==> src/rtl/dmem_arbiter.sv <==
// Round-robin arbiter sharing a single-port data RAM between the CPU load/store port
// and an external requester, with req/ack handshakes and fixed read latency.
module dmem_arbiter #(
  parameter int unsigned ADDR_W = 32,
  parameter int unsigned DATA_W = 32,
  parameter int unsigned RD_LAT = 1
) (
  input  logic              clk,
  input  logic              rst,
  input  logic              cpu_req,
  input  logic              cpu_we,
  input  logic [ADDR_W-1:0] cpu_addr,
  input  logic [DATA_W-1:0] cpu_wdata,
  output logic [DATA_W-1:0] cpu_rdata,
  output logic              cpu_ack,
  output logic              cpu_stall,
  input  logic              ext_req,
  input  logic              ext_we,
  input  logic [ADDR_W-1:0] ext_addr,
  input  logic [DATA_W-1:0] ext_wdata,
  output logic [DATA_W-1:0] ext_rdata,
  output logic              ext_ack,
  output logic              mem_en,
  output logic              mem_we,
  output logic [ADDR_W-1:0] mem_addr,
  output logic [DATA_W-1:0] mem_wdata,
  input  logic [DATA_W-1:0] mem_rdata,
  output logic              busy,
  output logic              owner
);

  typedef enum logic [1:0] {StIdle, StAccess, StWait, StResp} state_e;

  localparam logic [1:0] LatInit = 2'(RD_LAT - 1);

  state_e              state_q;
  logic                owner_q;
  logic                we_q;
  logic [1:0]          lat_q;
  logic                cpu_ack_q;
  logic                ext_ack_q;
  logic [DATA_W-1:0]   cpu_rdata_q;
  logic [DATA_W-1:0]   ext_rdata_q;
  logic                mem_en_q;
  logic                mem_we_q;
  logic [ADDR_W-1:0]   mem_addr_q;
  logic [DATA_W-1:0]   mem_wdata_q;

  logic                gnt_any;
  logic                gnt_ext;
  logic                sel_we;
  logic [ADDR_W-1:0]   sel_addr;
  logic [DATA_W-1:0]   sel_wdata;

  // On a conflict the port that did not own the last transaction wins.
  assign gnt_any   = cpu_req | ext_req;
  assign gnt_ext   = ext_req & (~cpu_req | ~owner_q);
  assign sel_we    = gnt_ext ? ext_we    : cpu_we;
  assign sel_addr  = gnt_ext ? ext_addr  : cpu_addr;
  assign sel_wdata = gnt_ext ? ext_wdata : cpu_wdata;

  always_ff @(posedge clk or negedge rst) begin
    if (!rst) begin
      state_q     <= StIdle;
      owner_q     <= 1'b1;
      we_q        <= 1'b0;
      lat_q       <= 2'd0;
      cpu_ack_q   <= 1'b0;
      ext_ack_q   <= 1'b0;
      cpu_rdata_q <= '0;
      ext_rdata_q <= '0;
      mem_en_q    <= 1'b0;
      mem_we_q    <= 1'b0;
      mem_addr_q  <= '0;
      mem_wdata_q <= '0;
    end else begin
      // RAM strobes and acks are single-cycle pulses unless re-asserted below.
      mem_en_q    <= 1'b0;
      mem_we_q    <= 1'b0;
      mem_addr_q  <= '0;
      mem_wdata_q <= '0;
      cpu_ack_q   <= 1'b0;
      ext_ack_q   <= 1'b0;
      unique case (state_q)
        StIdle: begin
          if (gnt_any) begin
            owner_q     <= gnt_ext;
            we_q        <= sel_we;
            mem_en_q    <= 1'b1;
            mem_we_q    <= sel_we;
            mem_addr_q  <= sel_addr;
            mem_wdata_q <= sel_wdata;
            state_q     <= StAccess;
          end
        end
        StAccess: begin
          if (we_q) begin
            cpu_ack_q <= ~owner_q;
            ext_ack_q <= owner_q;
            state_q   <= StResp;
          end else begin
            lat_q   <= LatInit;
            state_q <= StWait;
          end
        end
        StWait: begin
          if (lat_q == 2'd0) begin
            if (owner_q) ext_rdata_q <= mem_rdata;
            else         cpu_rdata_q <= mem_rdata;
            cpu_ack_q <= ~owner_q;
            ext_ack_q <= owner_q;
            state_q   <= StResp;
          end else begin
            lat_q <= lat_q - 2'd1;
          end
        end
        StResp: state_q <= StIdle;
        default: state_q <= StIdle;
      endcase
    end
  end

  assign cpu_ack   = cpu_ack_q;
  assign ext_ack   = ext_ack_q;
  assign cpu_rdata = cpu_rdata_q;
  assign ext_rdata = ext_rdata_q;
  assign cpu_stall = cpu_req & ~cpu_ack_q;
  assign mem_en    = mem_en_q;
  assign mem_we    = mem_we_q;
  assign mem_addr  = mem_addr_q;
  assign mem_wdata = mem_wdata_q;
  assign busy      = (state_q != StIdle);
  assign owner     = owner_q;

endmodule

==> config.mk <==
export PLATFORM = sky130hd
export DESIGN_NAME = dmem_arbiter
export DESIGN_NICKNAME = d
export VERILOG_FILES = /design/src/rtl/dmem_arbiter.sv
export SDC_FILE = /design/constraint.sdc
export NUM_CORES = 1
export LEC_CHECK = 0
export ABC_CLOCK_PERIOD_IN_PS = 1470
export CORE_UTILIZATION = 36
export CTS_BUF_LIST = sky130_fd_sc_hd__clkbuf_8
export DETAILED_ROUTE_END_ITERATION = 6
export PLACE_DENSITY = 0.79
export SLEW_MARGIN = 5
export SYNTH_ARGS = -nofsm -noshare
export SYNTH_HDL_FRONTEND = slang
export SYNTH_SLANG_ARGS = --single-unit
==> constraint.sdc <==
create_clock -name clk -period 1.47 [get_ports clk]
set_input_delay 0.294 -clock clk [delete_from_list [all_inputs] [get_ports clk]]
set_output_delay 0.294 -clock clk [all_outputs]
set_load 0.02 [all_outputs]
# == Word level (Yosys, flattened, before mapping) ==
# Index checks and enable logic that the tools add are counted.
# word_totals
in_bits,166
latchBits,0
memories,0
ram_bits,0
output_inout_bits,135
ff_bits,138
romBits,0
# op_classes
bitwise,7
n_addsub,1
order_cmp,0
reduce_logical,9
div,0
multipliers,0
shifts,0
n_eq_ne,7
muxes,24
# ops
op,n
32-bit 2-to-1 mux,6
1-bit 2-to-1 mux,10
3-bit AND reduction,3
2-bit 2-to-1 mux,4
"2-bit inequality test, second input constant",4
2-bit one-hot mux with 4 select lines,1
"2-bit equality test, second input constant",2
2-bit logical NOT,2
1-bit one-hot mux with 2 select lines,2
2-bit one-hot mux with 2 select lines,1
2-bit AND reduction,2
2-bit nonzero test,2
1-bit inverter,3
1-bit bitwise AND,2
"2-bit by 1-bit equality test with 1-bit output, second input constant",1
1-bit OR,2
"2-bit by 1-bit subtractor with 2-bit output, second input constant",1

# == Longest topological paths before layout ==
# logic_depth
depth_word,6
depth_mapped,7
ltp_nobuf,6

# == Least setup slack after synthesis ==
# Ideal clock, no wire load.
# synth_timing
path_kind,reg-to-reg
startpoint,register state_q[0]
endpoint,register state_q[1]
stages_incl_launch_ff,6
setup_ns,0.127
synth_period_minus_slack_ns,1.582
setup_slack_ns,-0.112
arrival_time_ns,1.455
cell_sequence,dfrtp_1 inv_1 ha_1 inv_1 o31a_1 mux2_1
# synth_via
elab_chain_len,3
word_cells_on_any_way,8
# synth_lines
element,line_no,rtl
from (decl),36,state_e state_q;
from (signal assigned),64,state_q <= StIdle;
from (signal assigned),93,state_q <= StAccess;
from (signal assigned),100,state_q <= StResp;
2-bit equality test / 2-bit logical NOT (equally long branches),84,unique case (state_q)
2-bit inequality test (no source line),-,
2-bit AND reduction (no source line),-,
# Several ways; a longest one is shown, not always the timed one.
# A chain may end at the register's enable or synchronous reset.

# == Worst setup path after layout ==
# layout_timing
startpoint,register state_q[0]
endpoint,output port busy
# layout_via
elab_chain_len,1
# layout_lines
element,line_no,rtl
2-bit nonzero test,132,assign busy = (state_q != StIdle);
to (decl),28,"output logic busy,"
# Every way passes these cells.

==> flow_metrics.tcl <==
set metrics [dict create \
    outcome "finished with violations" \
    violations "design-rule violations, negative setup slack" \
    cp.arrival_ns 1.25 \
    total_power_mw 17.5 \
    hp-class "in -> async" \
    grt_pass1_vias 4977 \
    area_growth_pct 80.9 \
    numCtsBuffers 17 \
    power_density_nw_per_um2 1760 \
    die_x_um 125 \
    setup-tns-final_ns -0.217 \
    final_area_um2 9900 \
    drt-total-wl_um 17500 \
    worst_pin_slew_ns 0.394 \
    vdd.ir_drop.worst_uv 662 \
    syn_avg_cell_area_um2 11.7 \
    synth_warnings 0 \
    clkLatencyLatePin_ns 0.44 \
    timing.critical_path.fanout_max 2 \
    antennaDiodeCount 0 \
    nFillCells 1033 \
    worst_hold_slack_ns 0.337 \
    first_iter_violations 201 \
    synth_cells 468 \
    antenna_found_initial 0 \
    critPathSlowestCell "dfrtp_1" \
    final_cells 1020 \
    ios 301 \
    utilization_pct 67.4 \
    clockBufferDepth 2 \
    post-place-cells 974 \
    yosysUniqueCellTypes 32 \
    drt_pre_antenna_iters 7 \
    ys_seq_area_share_pct 63.1 \
    path_cells "inv_2 > ha_4 > inv_4 > buf_6" \
    drv_cap 0 \
    place_ws_ns -0.334 \
    root_buffer "clkbuf_8" \
    required_ns 1.18 \
    synthesis.area_um2 5470 \
    cpPeakStageDelay_ns 0.41 \
    multi_input_area_um2 2200 \
    vias 4909 \
    drc 22 \
    worst-setup-path-type "reg -> out" \
    cts_tree "yes" \
    synth-seq-cells 138 \
    grt_overflow_total 0 \
    portBuffers 300 \
    grt_use_total_pct 21.7 \
    final-seq-area_um2 3450 \
    start_util_pct 37.2 \
    fin_nets 994 \
    row_count 44 \
    fin_crit_ns 1.55 \
    synth_fp_nets 638 \
    drv_slew 0 \
    grt_max_degree 39 \
    die_h_um 125 \
    clkTransAtPathRegs_ns 0.07 \
    slew_headroom_pct 73.7 \
    dieArea_um2 15700 \
    fmax_mhz 646 \
    start_kind "register" \
    hold_viol 0 \
    placed_cell_area_um2 9120 \
    dp_hpwl_um 12500 \
    ant_nets 0 \
    via_per_inst 4.81 \
    clock_sinks 138 \
    place_congestion 0.809 \
    fin_crit_sh_pct 105 \
    setup_viol 9 \
    wl_per_cell_um 17.2 \
    grt_pass1_wl_um 25800 \
    core_area_um2 14700 \
    htree_levels 4 \
    crit_path_end_kind "primary output" \
    drive_above_1_share_pct 36.2 \
    power.leakage_nw 4.53 \
    fin_skew_ns 0.00952 \
    fin_ws_ns -0.0785 \
    rsz0062_at_grt "yes" \
]
==> path summary, 6_finish.rpt <==
| kind | startpoint | to | cells past startpoint | slack, ns |
|---|---|---|---|---|
| setup / recovery | state_q[0] | busy | 4 | -0.08 |
| hold / removal | rst | cpu_rdata[1] | 2 | 0.34 |
| setup reg to reg | state_q[0] | cpu_rdata[3] | 5 | -0.03 |
| hold reg to reg | cpu_rdata[19] | cpu_rdata[19] | 1 | 0.50 |
| max in group asynchronous | rst | mem_addr[30] | 3 | 0.53 |
| min in group clk | cpu_wdata[11] | mem_wdata[11] | 3 | 0.39 |
==> logic make-up after synthesis <==
group | synth area share (%)
simple gates | 10.2
compound gates | 7.79
mux | 13.9
fa+ha+maj | 0.914
buf+inv | 4.00
flops | 63.1
==> per-layer routing <==
| metal | vias up | track usage, % | wire [µm] |
|---|---|---|---|
| met1 | 2359 | 23.6 | 6730 |
| met3 | 27 | 7.45 | 1370 |
| met5 | - | 0 | 0 |
| li1 | 2282 | - | - |
| met2 | 241 | 38.0 | 9070 |
| met4 | 0 | 10.0 | 342 |
==> report_power, final <==
part	internal (mW)	switching (mW)	leakage, nW
clock network	1.68	1.45	0.204
registers	5.17	0.634	1.75
logic	4.08	4.46	2.58
==> state kept, by name (all words and copies together), names as in the netlist <==
name       flops
mem_en         1
ext_rdata     32
mem_addr      32
mem_wdata     32
state_q        2
we_q           1
ext_ack        1
cpu_ack        1
lat_q          2
mem_we         1
owner          1
cpu_rdata     32
==> cell usage after synthesis <==
master / number / area, µm²
a211oi_1: 1 / 7.51
a21bo_1: 1 / 10.0
a21boi_0: 1 / 7.51
a21o_1: 1 / 7.51
a21oi_1: 66 / 330
a22o_1: 1 / 8.76
a2bb2oi_1: 1 / 8.76
a31oi_1: 2 / 12.5
buf_2: 4 / 20.0
buf_4: 15 / 113
buf_6: 3 / 33.8
clkbuf_1: 7 / 26.3
dfrtp_1: 137 / 3430
dfstp_2: 1 / 26.3
ha_1: 4 / 50.1
inv_1: 6 / 22.5
inv_2: 1 / 3.75
mux2_1: 5 / 56.3
mux2_2: 61 / 687
mux2i_1: 2 / 20.0
nand2_1: 130 / 488
nand2b_1: 1 / 6.26
nand3_1: 1 / 5.00
nand3_2: 2 / 20.0
nor2_1: 5 / 18.8
nor2b_1: 2 / 12.5
nor3_1: 2 / 10.0
o211ai_1: 1 / 7.51
o21a_1: 1 / 7.51
o21ai_0: 1 / 5.00
o21ai_1: 1 / 5.00
o31a_1: 1 / 8.76
==> cells in the final DEF, fill, tap and decap left out, types with 2 or more instances in the layout <==
cell type	instances
clkdlybuf4s50_1	164
dfrtp_1	137
nand2_1	107
clkdlybuf4s15_1	64
mux2_2	61
a21oi_2	52
clkbuf_2	43
buf_4	41
clkbuf_8	21
dlygate4sd2_1	20
nand2_2	15
buf_12	14
a21oi_1	13
nand2_4	8
buf_6	7
nor2_1	5
clkbuf_16	5
inv_2	4
mux2_1	4
clkdlybuf4s15_2	4
clkinv_2	3
inv_1	2
nor2b_1	2
nor3_1	2
a31oi_1	2
nand3_4	2
ha_4	2
ha_2	2
clkinvlp_4	2
bufinv_16	2
clkinv_4	2
buf_8	2
==> layout make-up <==
class / count / area share, %
repair buffers: 366 / 36.2
flip-flops and latches: 138 / 34.9
multi-input cells: 294 / 22.2
clock buffers: 21 / 2.92
well taps: 184 / 2.33
clock inverters: 10 / 1.18
inverters: 7 / 0.291
==> critical path: cells and delay by family (launching register included) <==
kind / cells / cell delay, ns
fa+ha+maj: 1 / 0.16
buf+inv: 3 / 0.25
flops: 1 / 0.41
==> timing repair <==
action	CTS	global route
resized for setup	209	200
hold endpoints to repair	32	0
setup endpoints to repair	220	205
hold buffers	1	0
gates cloned	1	7
setup buffers	2	4
pin swaps	1	54
(Power assumes the default switching activity.)
